**config.mk**
```make
export PLATFORM = sky130hd
export DESIGN_NAME = mem_arbiter
export DESIGN_NICKNAME = d
export VERILOG_FILES = /design/src/rtl/mem_arbiter_pkg.sv /design/src/rtl/mem_arbiter_sat_counter.sv /design/src/rtl/mem_arbiter.sv
export SDC_FILE = /design/constraint.sdc
export NUM_CORES = 1
export LEC_CHECK = 0
export ABC_CLOCK_PERIOD_IN_PS = 3000
export CELL_PAD_IN_SITES_DETAIL_PLACEMENT = 1
export CELL_PAD_IN_SITES_GLOBAL_PLACEMENT = 2
export CORE_MARGIN = 5
export CORE_UTILIZATION = 17
export CTS_CLUSTER_DIAMETER = 150
export DETAILED_ROUTE_END_ITERATION = 7
export GPL_ROUTABILITY_DRIVEN = 0
export GPL_TIMING_DRIVEN = 0
export PLACE_DENSITY = 0.95
export SYNTH_ARGS = -nofsm -noshare
export SYNTH_HDL_FRONTEND = slang
export SYNTH_SLANG_ARGS = --single-unit
```
**constraint.sdc**
```tcl
create_clock -name clk -period 3 [get_ports clk]
set_input_delay 0.6 -clock clk [delete_from_list [all_inputs] [get_ports clk]]
set_output_delay 0.6 -clock clk [all_outputs]
set_load 0.05 [all_outputs]
```
**src/rtl/mem_arbiter_pkg.sv**
```systemverilog
// Shared definitions for the unified-memory arbiter: widths, starvation limit
// and the response-owner encoding.
package mem_arbiter_pkg;

  localparam int MEM_FULLW      = 32;
  localparam int MEM_STARVE_MAX = 3;

  typedef enum logic [1:0] {
    MEM_OWN_NONE = 2'd0,
    MEM_OWN_IF   = 2'd1,
    MEM_OWN_LS   = 2'd2
  } mem_owner_e;

  // Owner of next cycle's read data, derived from this cycle's grants.
  function automatic mem_owner_e owner_of(input logic if_gnt, input logic ls_gnt);
    mem_owner_e own;
    own = MEM_OWN_NONE;
    if (ls_gnt)      own = MEM_OWN_LS;
    else if (if_gnt) own = MEM_OWN_IF;
    return own;
  endfunction

endpackage

```
**src/rtl/mem_arbiter_sat_counter.sv**
```systemverilog
// Saturating run-length counter: counts up while inc_i is high, clears otherwise.
module mem_arbiter_sat_counter #(
  parameter int WIDTH = 2,
  parameter int MAX   = 3
) (
  input  logic             clk,
  input  logic             nreset,
  input  logic             inc_i,
  output logic [WIDTH-1:0] count_o
);

  logic [WIDTH-1:0] count_q;
  logic [WIDTH-1:0] count_d;

  always_comb begin
    count_d = '0;
    if (inc_i) begin
      count_d = (count_q == WIDTH'(MAX)) ? count_q : count_q + 1'b1;
    end
  end

  always_ff @(posedge clk or negedge nreset) begin
    if (!nreset) count_q <= '0;
    else         count_q <= count_d;
  end

  assign count_o = count_q;

endmodule

```
**src/rtl/mem_arbiter.sv**
```systemverilog
// Two-requester arbiter in front of a single-port synchronous-read RAM.
// Load/store normally wins; fetch is forced after STARVE_MAX consecutive losses.
module mem_arbiter
  import mem_arbiter_pkg::*;
#(
  parameter int WIDTH      = MEM_FULLW,
  parameter int STARVE_MAX = MEM_STARVE_MAX
) (
  input  logic             clk,
  input  logic             nreset,
  input  logic             if_req,
  input  logic [WIDTH-1:0] if_addr,
  output logic             if_gnt,
  output logic             if_valid,
  output logic [WIDTH-1:0] if_rdata,
  input  logic             ls_req,
  input  logic             ls_we,
  input  logic             ls_lock,
  input  logic [WIDTH-1:0] ls_addr,
  input  logic [WIDTH-1:0] ls_wdata,
  output logic             ls_gnt,
  output logic             ls_valid,
  output logic [WIDTH-1:0] ls_rdata,
  output logic [WIDTH-1:0] mem_ad,
  output logic [WIDTH-1:0] mem_d,
  output logic             mem_we,
  input  logic [WIDTH-1:0] mem_q
);

  localparam int CW = $clog2(STARVE_MAX + 1);

  logic [CW-1:0]    streak;
  logic             fetch_force;
  logic             ls_gnt_d;
  logic             if_gnt_d;
  logic [WIDTH-1:0] ad_q;
  logic [WIDTH-1:0] ad_d;
  mem_owner_e       owner_q;
  mem_owner_e       owner_d;

  // Grants are gated by nreset so nothing reaches the RAM while held in reset.
  assign fetch_force = if_req && !ls_lock && (streak == CW'(STARVE_MAX));
  assign ls_gnt_d    = nreset && ls_req && !fetch_force;
  assign if_gnt_d    = nreset && if_req && !ls_gnt_d && !ls_lock;

  always_comb begin
    ad_d = ad_q;
    if (ls_gnt_d)      ad_d = ls_addr;
    else if (if_gnt_d) ad_d = if_addr;
  end

  assign owner_d = owner_of(if_gnt_d, ls_gnt_d);

  always_ff @(posedge clk or negedge nreset) begin
    if (!nreset) begin
      ad_q    <= '0;
      owner_q <= MEM_OWN_NONE;
    end else begin
      ad_q    <= ad_d;
      owner_q <= owner_d;
    end
  end

  mem_arbiter_sat_counter #(
    .WIDTH (CW),
    .MAX   (STARVE_MAX)
  ) u_streak (
    .clk     (clk),
    .nreset  (nreset),
    .inc_i   (ls_gnt_d && if_req),
    .count_o (streak)
  );

  assign ls_gnt   = ls_gnt_d;
  assign if_gnt   = if_gnt_d;
  assign mem_ad   = ad_d;
  assign mem_we   = ls_gnt_d && ls_we;
  assign mem_d    = nreset ? ls_wdata : '0;

  assign if_valid = (owner_q == MEM_OWN_IF);
  assign ls_valid = (owner_q == MEM_OWN_LS);
  assign if_rdata = mem_q;
  assign ls_rdata = mem_q;

endmodule

```
==> reports/results.ini <==
[outcome]
outcome = finished clean

[synth]
ys_seq_elements = 36
synth_area_per_cell_um2 = 12.3
synthDistinctLibCells = 16
synth_nets = 355
postSynthCellCount = 220
synth_area_um2 = 2700
ys_warn_count = 0
seq_area_frac_synth = 0.334

[critical_path]
timing.rr.end = ad_q[18]
path_class = in2out
cp-end-kind = output port
critical_path.startpoint_type = input port
r2r_slack_ps = 1340
endpoint = mem_ad[9]
cp.required_ps = 2400
cp.arrival_ps = 2340
reg2regPathDepth = 5
crit_fanout = 10
timing.rr.start = u_streak.count_o[0]
startpoint = ls_lock

[cells_and_area]
areaGrowthSynthToFinish_pct = 102
nets = 601
drive_above_1_share = 0.396
post-route-util = 0.347
diodes = 0
fillers = 1761

[global_route]
grt_pass1_vias = 3087
grt_max_degree = 27
grt_pass1_wl_mm = 16.2
antenna_found_initial = 0
gr-total-overflow = 0
grtUsageTotal = 0.113

[cts]
cts.path.max_buffers = 2
holdBufCountCts = 0
cts_root_buf = clkbuf_16
clkLatencyLatePin_ps = 290
clock-sinks = 36
cts-buffers-inserted = 5
path_clk_slew_ps = 60
htree_levels = 2
cts_tree = done

[timing]
maxSlewHeadroom = 0.605
fin_crit_sh = 0.981
setup_ws_ps = 55.8
tightest_slew_ps = 590
rsz0062_at_grt = true
min_period_ps = 2940
hold_viol = 0
clock_skew_ps = 4.76
drv_slew = 0
fmax_ghz = 0.340
setup-violations-final = 0

[detailed_routing]
antenna_left = 0
vias_per_cell = 3.68
drtIter0Drc = 17
wl_per_cell_um = 15.9
vias = 2516
drt-total-wl_mm = 10.8
detailedRoute.firstPassIterationCount = 4
drc = 0

[die]
rows = 46
die_h_um = 136
fp.dieW_um = 136
num_io_pins = 267
die-area_um2 = 18500
start_util = 0.172
core_area_um2 = 15700

[worst_hold_path]
hp-class = in2async

[power_and_ir_drop]
leakage_uw = 0.00276
p_per_area_nw_per_um2 = 449
ir_drop_mv = 0.184

[placement]
pre_cts_ws_ps = -567
io_buffers = 234
hpwl_mm = 9.20

[flow_run]
cap_viol_max_count = 0

==> where the power goes <==
part	leakage (uW)	total, uW	switching [uW]	internal, uW
registers	0.000429	579	21.7	557
logic	0.00225	1270	719	549
clock network	0.0000798	601	211	390
total	0.00276	2450	951	1500
==> worst max-delay path, cell delays in order <==
cell and delay (ps):
clkdlybuf4s50_1 480, nand3b_4 240, buf_6 220, mux2_4 320, mux2_4 260, buf_2 220
==> metal layers <==
metal / global-route usage / share of wire / up-vias / wire length (um)
li1: - / - / 1152 / -
met1: 0.107 / 0.34 / 1186 / 3660
met2: 0.216 / 0.53 / 169 / 5720
met3: 0.0544 / 0.12 / 9 / 1340
met4: 0.0319 / 0.011 / 0 / 124
met5: 0 / 0 / - / 0
==> area by class of cell <==
type | count | area, um2 | area share
Tap cell | 216 | 270 | 0.0495
Clock inverter | 3 | 42.5 | 0.00780
Multi-Input combinational cell | 109 | 1240 | 0.227
Buffer | 74 | 572 | 0.105
Clock buffer | 5 | 125 | 0.0229
Inverter | 1 | 3.75 | 0.000688
Timing Repair Buffer | 239 | 2300 | 0.422
Sequential cell | 36 | 901 | 0.165
==> sequential cells by signal, indices dropped and copies added (netlist names) <==
register and flops:
ad_q 32, owner_q 2, u_streak.count_o 2
==> synth_stat cells, drive strengths merged <==
cell     n  area share
xnor2    1      0.0033
dfrtp   36        0.33
ha       1      0.0046
nor2     2      0.0028
and2    33       0.077
nand3b   2       0.010
and3     2      0.0046
inv      1      0.0014
buf     71        0.20
nor2b    2      0.0046
clkbuf   3      0.0042
nand3    1      0.0019
mux2    65        0.35
==> logic make-up (layout without fill, tap and decap cells) <==
family,after synthesis,count (layout),share of synthesized area
XOR/XNOR,1,1,0.00325
adder cells (fa/ha/maj),1,1,0.00464
buffers and inverters,75,322,0.208
flip-flops,36,36,0.334
multiplexers,65,65,0.350
AND/OR/NAND/NOR,42,42,0.101
==> repair_timing <==
item / CTS / global route
cloned: 1 / 0
gates resized for setup: 160 / 38
pin swaps: 1 / 0
setup endpoints to repair: 65 / 39
buffers inserted: 3 / 0
==> worst min-delay path by stage <==
stage          slack, ps  cells past startpoint  endpoint     start
2_1_floorplan        300                      0   ad_q[0]    nreset
3_3_place_gp         600                      2  ad_q[28]  ad_q[28]
3_5_place_dp         520                      1  ad_q[25]    nreset
4_1_cts              150                      1  ad_q[24]    nreset
5_1_grt              160                      1  ad_q[24]    nreset
6_report             160                      1  ad_q[24]    nreset
==> layout by cell type, fill, tap and decap left out, types with 2 or more instances in the layout <==
| master | count |
|---|---|
| and2_1 | 33 |
| and3_1 | 2 |
| buf_12 | 2 |
| buf_2 | 26 |
| buf_4 | 75 |
| buf_6 | 5 |
| clkbuf_1 | 3 |
| clkbuf_16 | 5 |
| clkdlybuf4s50_1 | 180 |
| dfrtp_1 | 36 |
| dlygate4sd2_1 | 3 |
| dlymetal6s2s_1 | 17 |
| mux2_2 | 9 |
| mux2_4 | 56 |
| nor2_1 | 2 |
| nor2b_1 | 2 |
==> metrics by stage <==
step           area, um2  TNS (ps)  cells  total power [uW]  hold slack, ps
2_1_floorplan       2700         0    220              1450             304
3_3_place_gp        5310   -156970    670              1890             601
3_5_place_dp        5320    -18260    671              1920             520
4_1_cts             5450     -93.4    683              2500             153
5_1_grt             5460      -594    683              2570             155
6_report            5460         0    683              2450             161
Power figures use the tool's default switching activity.
